### config.mk
export PLATFORM = sky130hd
export DESIGN_NAME = regbank_wr_arbiter
export DESIGN_NICKNAME = d
export VERILOG_FILES = /design/src/rtl/regbank_wr_arbiter.sv
export SDC_FILE = /design/constraint.sdc
export NUM_CORES = 1
export LEC_CHECK = 0
export BUFFER_PORTS_ARGS = -buffer_cell sky130_fd_sc_hd__buf_2
export CORE_AREA = 5 5 76 50
export CTS_CLUSTER_DIAMETER = 150
export CTS_CLUSTER_SIZE = 10
export DETAILED_ROUTE_END_ITERATION = 10
export DIE_AREA = 0 0 81 55
export GPL_ROUTABILITY_DRIVEN = 0
export GPL_TIMING_DRIVEN = 0
export PLACE_DENSITY_LB_ADDON = 0.3
export SETUP_SLACK_MARGIN = 0.2
export SLEW_MARGIN = 20
export SYNTH_ARGS = -nofsm -noshare
export SYNTH_HDL_FRONTEND = slang
export SYNTH_SLANG_ARGS = --single-unit
### constraint.sdc
create_clock -name clk -period 2.35 [get_ports clk]
set_clock_uncertainty 0.15 [all_clocks]
set_input_delay 0.3525 -clock clk [delete_from_list [all_inputs] [get_ports clk]]
set_output_delay 0.3525 -clock clk [all_outputs]
set_load 0.03 [all_outputs]
### src/rtl/regbank_wr_arbiter.sv
// Two-requester round-robin arbiter for the single write port of an enable-flop register bank.
// Grants, one-hot write enables, write data and an address-error pulse are all registered.
module regbank_wr_arbiter #(
  parameter int DATA_SIZE = 16,
  parameter int NUM_REGS  = 8,
  parameter int ADDR_W    = 3
) (
  input  logic                 clk,
  input  logic                 rst,
  input  logic                 req0,
  input  logic [ADDR_W-1:0]    addr0,
  input  logic [DATA_SIZE-1:0] data0,
  input  logic                 req1,
  input  logic [ADDR_W-1:0]    addr1,
  input  logic [DATA_SIZE-1:0] data1,
  output logic                 gnt0,
  output logic                 gnt1,
  output logic [NUM_REGS-1:0]  wr_en,
  output logic [DATA_SIZE-1:0] wr_data,
  output logic                 addr_err
);

  localparam logic [ADDR_W:0] NREGS_W = (ADDR_W+1)'(NUM_REGS);

  logic                 prio_q, prio_d;
  logic                 gnt0_q, gnt0_d;
  logic                 gnt1_q, gnt1_d;
  logic [NUM_REGS-1:0]  wr_en_q, wr_en_d;
  logic [DATA_SIZE-1:0] wr_data_q, wr_data_d;
  logic                 addr_err_q, addr_err_d;

  logic                 elig0, elig1;
  logic                 win0, win1;
  logic [ADDR_W-1:0]    sel_addr;
  logic [DATA_SIZE-1:0] sel_data;
  logic                 addr_ok;

  function automatic logic [NUM_REGS-1:0] onehot(input logic [ADDR_W-1:0] a);
    return {{(NUM_REGS-1){1'b0}}, 1'b1} << a;
  endfunction

  // A requester whose grant is visible this cycle is masked so a held req cannot write twice.
  always_comb begin
    elig0    = req0 & ~gnt0_q;
    elig1    = req1 & ~gnt1_q;
    win0     = elig0 & (~elig1 | ~prio_q);
    win1     = elig1 & (~elig0 | prio_q);
    sel_addr = win1 ? addr1 : addr0;
    sel_data = win1 ? data1 : data0;
    addr_ok  = {1'b0, sel_addr} < NREGS_W;
  end

  always_comb begin
    gnt0_d     = win0;
    gnt1_d     = win1;
    wr_en_d    = '0;
    addr_err_d = 1'b0;
    wr_data_d  = wr_data_q;
    prio_d     = prio_q;
    if (win0 | win1) begin
      wr_data_d = sel_data;
      prio_d    = win0;
      // Out-of-range targets still get their grant so the requester is released.
      if (addr_ok) begin
        wr_en_d = onehot(sel_addr);
      end else begin
        addr_err_d = 1'b1;
      end
    end
  end

  // Stage boundary: registered grant / write-port outputs.
  always_ff @(posedge clk or negedge rst) begin
    if (!rst) begin
      prio_q     <= 1'b0;
      gnt0_q     <= 1'b0;
      gnt1_q     <= 1'b0;
      wr_en_q    <= '0;
      wr_data_q  <= '0;
      addr_err_q <= 1'b0;
    end else begin
      prio_q     <= prio_d;
      gnt0_q     <= gnt0_d;
      gnt1_q     <= gnt1_d;
      wr_en_q    <= wr_en_d;
      wr_data_q  <= wr_data_d;
      addr_err_q <= addr_err_d;
    end
  end

  assign gnt0     = gnt0_q;
  assign gnt1     = gnt1_q;
  assign wr_en    = wr_en_q;
  assign wr_data  = wr_data_q;
  assign addr_err = addr_err_q;

endmodule

# After elaboration in Yosys (flattened, before gate mapping)
# Index checks and enable logic that the tools add are counted.
[op_classes]
addsub = 0
multipliers = 0
n_div = 0
order_cmp = 0
n_eq_ne = 0
shift = 1
muxes = 3
bitwise_logic = 12
n_reduce_logical = 0
[ops]
columns = ["operator", "count"]
rows = [
  ["16-bit 2-to-1 mux", 1],
  ["8-bit 2-to-1 mux", 1],
  ["1-bit by 3-bit left shift with 8-bit output, first input constant", 1],
  ["1-bit inverter", 5],
  ["1-bit bitwise AND", 4],
  ["3-bit 2-to-1 mux", 1],
  ["1-bit bitwise OR", 3],
]
[totals]
regBits = 27
latch_bits = 0
mem_bits_rw = 0
romBits = 0
input_bits = 42
out_inout_bits = 27
wordCells = 21
mem_count = 0

# Longest topological paths before layout
[logic_depth]
ltp_word = 8
ltp_mapped = 6
ltp_nobuf = 3

# Worst setup path before layout
# OpenSTA, ideal clock, no wires.
[synth_timing]
path_kind = "register -> register"
from = "register gnt0_q, in the netlist gnt0"
to = "register wr_data_q[0], in the netlist wr_data[0]"
t_arrival_ns = 1.552
required_ns = 2.074
setup_slack_ns = 0.522
path_stages_with_launch = 7
synth_period_minus_slack_ns = 1.828
path_cell_list = "dfrtp_1 nand2b_1 buf_2 and2_1 clkbuf_1 buf_2 a221o_1"
[synth_between]
elab_chain_len = 6
word_cells_on_any_way = 8
[synth_rtl]
columns = ["item", "line_no", "rtl"]
rows = [
  ["start: declaration", "26", "logic gnt0_q, gnt0_d;"],
  ["start signal: assignment", "83", "gnt0_q <= gnt0_d;"],
  ["1-bit inverter (*)", "44", "elig0 = req0 & ~gnt0_q;"],
  ["1-bit bitwise AND (*)", "44", ""],
  ["1-bit inverter", "47", "win1 = elig1 & (~elig0 | prio_q);"],
  ["1-bit bitwise OR", "47", ""],
  ["1-bit bitwise AND", "47", ""],
  ["16-bit 2-to-1 mux / 1-bit bitwise OR (equally long branches)", "49, 60", ""],
  ["end signal: assignment", "86", "wr_data_q <= wr_data_d;"],
  ["end: declaration", "29", "logic [DATA_SIZE-1:0] wr_data_q, wr_data_d;"],
]
# Every way passes the cells marked *; elsewhere a longest branch is shown, timed or not.
# A chain may end at the register's enable or synchronous reset.

# Final worst setup path
[layout_timing]
from = "register gnt0_q, in the netlist gnt0"
to = "register wr_data_q[13], in the netlist wr_data[13]"
# The elaborated chain is that of the path after synthesis.

==> impl.org <==
** Final layout
- 0 antenna diodes ended up in the layout.
- Layout area overhead :: 34.69%
- Commonest cells after routing, fill and taps aside :: 70 x sky130_fd_sc_hd__buf_2, 27 x sky130_fd_sc_hd__dfrtp_1, 16 x sky130_fd_sc_hd__a221o_1, 8 x sky130_fd_sc_hd__and3_2, 7 x sky130_fd_sc_hd__and3_1
- Final design instance area without fill :: 0.001739 mm²
- Final Non-Filler Cells :: 225
- Fillers :: 283
- Most common library cell in the layout ignoring fill and taps :: sky130_fd_sc_hd__buf_2
- Number of nets at the end of the flow :: 223
- Share of post-route cells with drive strength above 1 :: 0.5167

** Global routing
- Wire length of the first global-routing pass :: 5.554 mm
- Entering global routing, the biggest net connects 28 pins.
- Across every metal layer, demand over resource in global routing totals 0.1682.
- Initial antenna violation count :: 0
- The via count of the first global-routing pass was 1187.
- GRT Residual Overflow :: 0

** Route
- Routed length on met3 :: 320 µm
- Initial detailed-routing violation count :: 60
- For this block, the via count after detailed routing is 1175.
- Drt wl/cell :: 15.29 µm
- In this run the top signal layer used is met4.
- M1 WL :: 1.487 mm
- In this run the remaining antenna-violating nets after routing total 0.
- After detailed routing, the number of vias per cell comes to 5.222.
- Iteration count of the initial detailed-routing pass :: 4
- Final routed wirelength across all metal layers :: 3.441 mm
- Summed over all nets, wire length on met2 after detailed routing comes to 1.619 mm.
- In the routed design, unresolved DRC markers number 0.

** CTS
- Root buf cell :: sky130_fd_sc_hd__clkbuf_8
- Htree depth :: 1
- Clock net sink count :: 27
- Clock tree from TritonCTS :: done
- Clock-pin slew on the worst setup and hold paths :: 0.09 ns
- Post-CTS timing repair inserted 0 buffers for setup.
- In this run the deepest clock path goes through 2 buffers.
- The later pin in the worst-skew pair is clocked with a latency of 0.27 ns.
- Clock tree synthesis inserted a total of 3 buffers.

** Worst hold path
- Number of cells traversed by the worst hold path :: 2
- The tightest min-delay check is of the input port to flop type.

** Floorplanning
- The die covers 0.004455 mm².
- Number of top-level pins :: 69
- The floorplan has 16 rows.
- Chip Height :: 55 µm
- Initial standard-cell utilization of the core :: 0.4188
- The core region is 0.003083 mm².
- Die width :: 81 µm

** Critical path
- Data arrival, critical path :: 1.90 ns
- Endpoint required time on the critical path :: 2.37 ns
- The worst setup path is launched from a flop.
- Critical setup path kind :: flop to flop
- Depth of the worst register-to-register path :: 6
- STA classifies the critical path endpoint as a flop.
- Critical-path maximum fanout :: 10

** Timing
- The worst path in the final design needs a cycle of 1.881 ns, including I/O delays and setup.
- Setup violators final :: 0
- The count of endpoints failing hold in the final timing report came to 0.
- Setup TNS after final layout :: 0 ns
- Max Slew Vio Count :: 0
- FMAX :: 0.5315 GHz
- Relative slew margins :: 0.6008
- For the pin with the worst max-slew slack, the measured transition is 0.5987 ns.
- Share of the clock period used by the worst path after layout :: 0.8006
- Setup repair after global routing missed its margin :: false

** Synthesis
- Yosys printed 0 warnings.
- Avg Synthesized Cell Area :: 11.96 µm²
- Number of storage elements in the synthesis netlist :: 27
- Count of mapped cells out of synthesis :: 108
- Fraction of the yosys area taken by sequential cells :: 0.5233
- Yosys cell types :: 28
- After synthesis the cells add up to 0.001291 mm².
- Total nets after synthesis :: 150

** Power
- Largest vdd supply drop :: 0.0003561 V
- In this run the static leakage power is 0.9520 nW.
- For this design the ratio of total power to cell area is 751.1 mW/mm².

** Placement
- Post-detailed-placement cell area :: 0.001683 mm²
- After detailed placement, the design holds a cell count of 220.
- Input and output buffers added on the ports amount to 67.
- Detailed placement ended at an HPWL of 2.607 mm.

** Run status
- The run finished with clean final reports.

** Flow run
- Across the run, the number of max-cap violations was 0.
==> stage by stage <==
step                hold WS (ns)  worst slack, ns    util  total power (W)
global route              0.1475           0.3672  0.5641         0.001379
CTS                       0.1464           0.4617  0.5641         0.001323
global placement          0.2375           0.4878  0.5459         0.001040
finish                    0.1515           0.4685  0.5641         0.001306
floorplan               -0.09309           0.5221       -        0.0008906
detailed placement        0.2526           0.4448  0.5459         0.001052
==> power breakdown <==
group / internal (W) / switching, W
clock: 0.000119 / 0.000145
combinational: 0.000177 / 0.000292
sequential: 0.000536 / 0.0000373
==> final timing paths <==
check | start | endpoint | slack, ns
min reg2reg | wr_data[9] | wr_data[9] | 0.37
min | data0[1] | wr_data[1] | 0.15
max in group asynchronous | rst | wr_data[11] | 1.20
max | gnt0 | wr_data[13] | 0.47
max reg2reg | gnt0 | wr_data[13] | 0.47
min in group asynchronous | rst | wr_en[5] | 0.46
==> kinds of logic after synthesis <==
logic type | Yosys count | synth area share
AND/OR/NAND/NOR | 33 | 0.1686
AO/OA/AOI/OAI | 32 | 0.2326
flip-flops | 27 | 0.5233
buffers and inverters | 15 | 0.07267
other | 1 | 0.002904
==> sequential cells by signal, indices dropped and copies added (netlist names) <==
| register | flops |
|---|---|
| gnt0 | 1 |
| prio_q | 1 |
| wr_en | 8 |
| gnt1 | 1 |
| wr_data | 16 |
==> final cells by class <==
cell class,count,area [µm²],area share
Buffer,12,82.58,0.04748
Clock buffer,3,41.29,0.02374
Clock inverter,1,5.005,0.002878
Inverter,3,11.26,0.006475
Multi-Input combinational cell,66,521.8,0.3000
Sequential cell,27,675.6,0.3885
Tap cell,45,56.30,0.03237
Timing Repair Buffer,68,345.3,0.1986
==> Yosys cell counts <==
cell type | number | share of area
sky130_fd_sc_hd__and3_4 | 1 | 0.0087
sky130_fd_sc_hd__clkbuf_1 | 4 | 0.012
sky130_fd_sc_hd__buf_2 | 3 | 0.012
sky130_fd_sc_hd__a21oi_2 | 1 | 0.0068
sky130_fd_sc_hd__or3_1 | 2 | 0.0097
sky130_fd_sc_hd__nor2_1 | 2 | 0.0058
sky130_fd_sc_hd__and3_1 | 7 | 0.034
sky130_fd_sc_hd__a211oi_1 | 2 | 0.012
sky130_fd_sc_hd__conb_1 | 1 | 0.0029
sky130_fd_sc_hd__o31ai_1 | 2 | 0.012
sky130_fd_sc_hd__buf_6 | 4 | 0.035
sky130_fd_sc_hd__a2111oi_0 | 4 | 0.027
sky130_fd_sc_hd__a221o_1 | 16 | 0.12
sky130_fd_sc_hd__a21o_2 | 1 | 0.0068
sky130_fd_sc_hd__nand4_1 | 2 | 0.0097
sky130_fd_sc_hd__a41o_1 | 4 | 0.031
sky130_fd_sc_hd__nand2_1 | 2 | 0.0058
sky130_fd_sc_hd__a31o_2 | 2 | 0.014
sky130_fd_sc_hd__and3_2 | 8 | 0.047
sky130_fd_sc_hd__nand3b_1 | 1 | 0.0058
sky130_fd_sc_hd__buf_4 | 1 | 0.0058
sky130_fd_sc_hd__dfrtp_1 | 27 | 0.52
sky130_fd_sc_hd__and2_4 | 1 | 0.0068
sky130_fd_sc_hd__nand2b_1 | 3 | 0.015
sky130_fd_sc_hd__and2_1 | 1 | 0.0048
sky130_fd_sc_hd__or3b_1 | 1 | 0.0068
sky130_fd_sc_hd__nor2b_1 | 2 | 0.0097
sky130_fd_sc_hd__inv_1 | 3 | 0.0087
==> layer usage <==
| layer | up-vias | global-route usage |
|---|---|---|
| met3 | 2 | 0.06149 |
| met4 | 0 | 0.05056 |
| li1 | 566 | - |
| met1 | 560 | 0.2052 |
| met2 | 47 | 0.2834 |
| met5 | - | 0 |
==> critical path, stage by stage, from the launching register on <==
cell and delay [ns]:
sky130_fd_sc_hd__dfrtp_1 0.40, sky130_fd_sc_hd__nand2b_1 0.14, sky130_fd_sc_hd__buf_2 0.16, sky130_fd_sc_hd__and2_1 0.14, sky130_fd_sc_hd__clkbuf_1 0.23, sky130_fd_sc_hd__buf_2 0.26
sky130_fd_sc_hd__a221o_1 0.31
==> what timing repair did <==
item | CTS | global route
resized for setup | 0 | 0
endpoints found under the hold margin | 27 | 0
hold buffers | 1 | 0
Note: power is estimated with default switching activity, not from simulation.
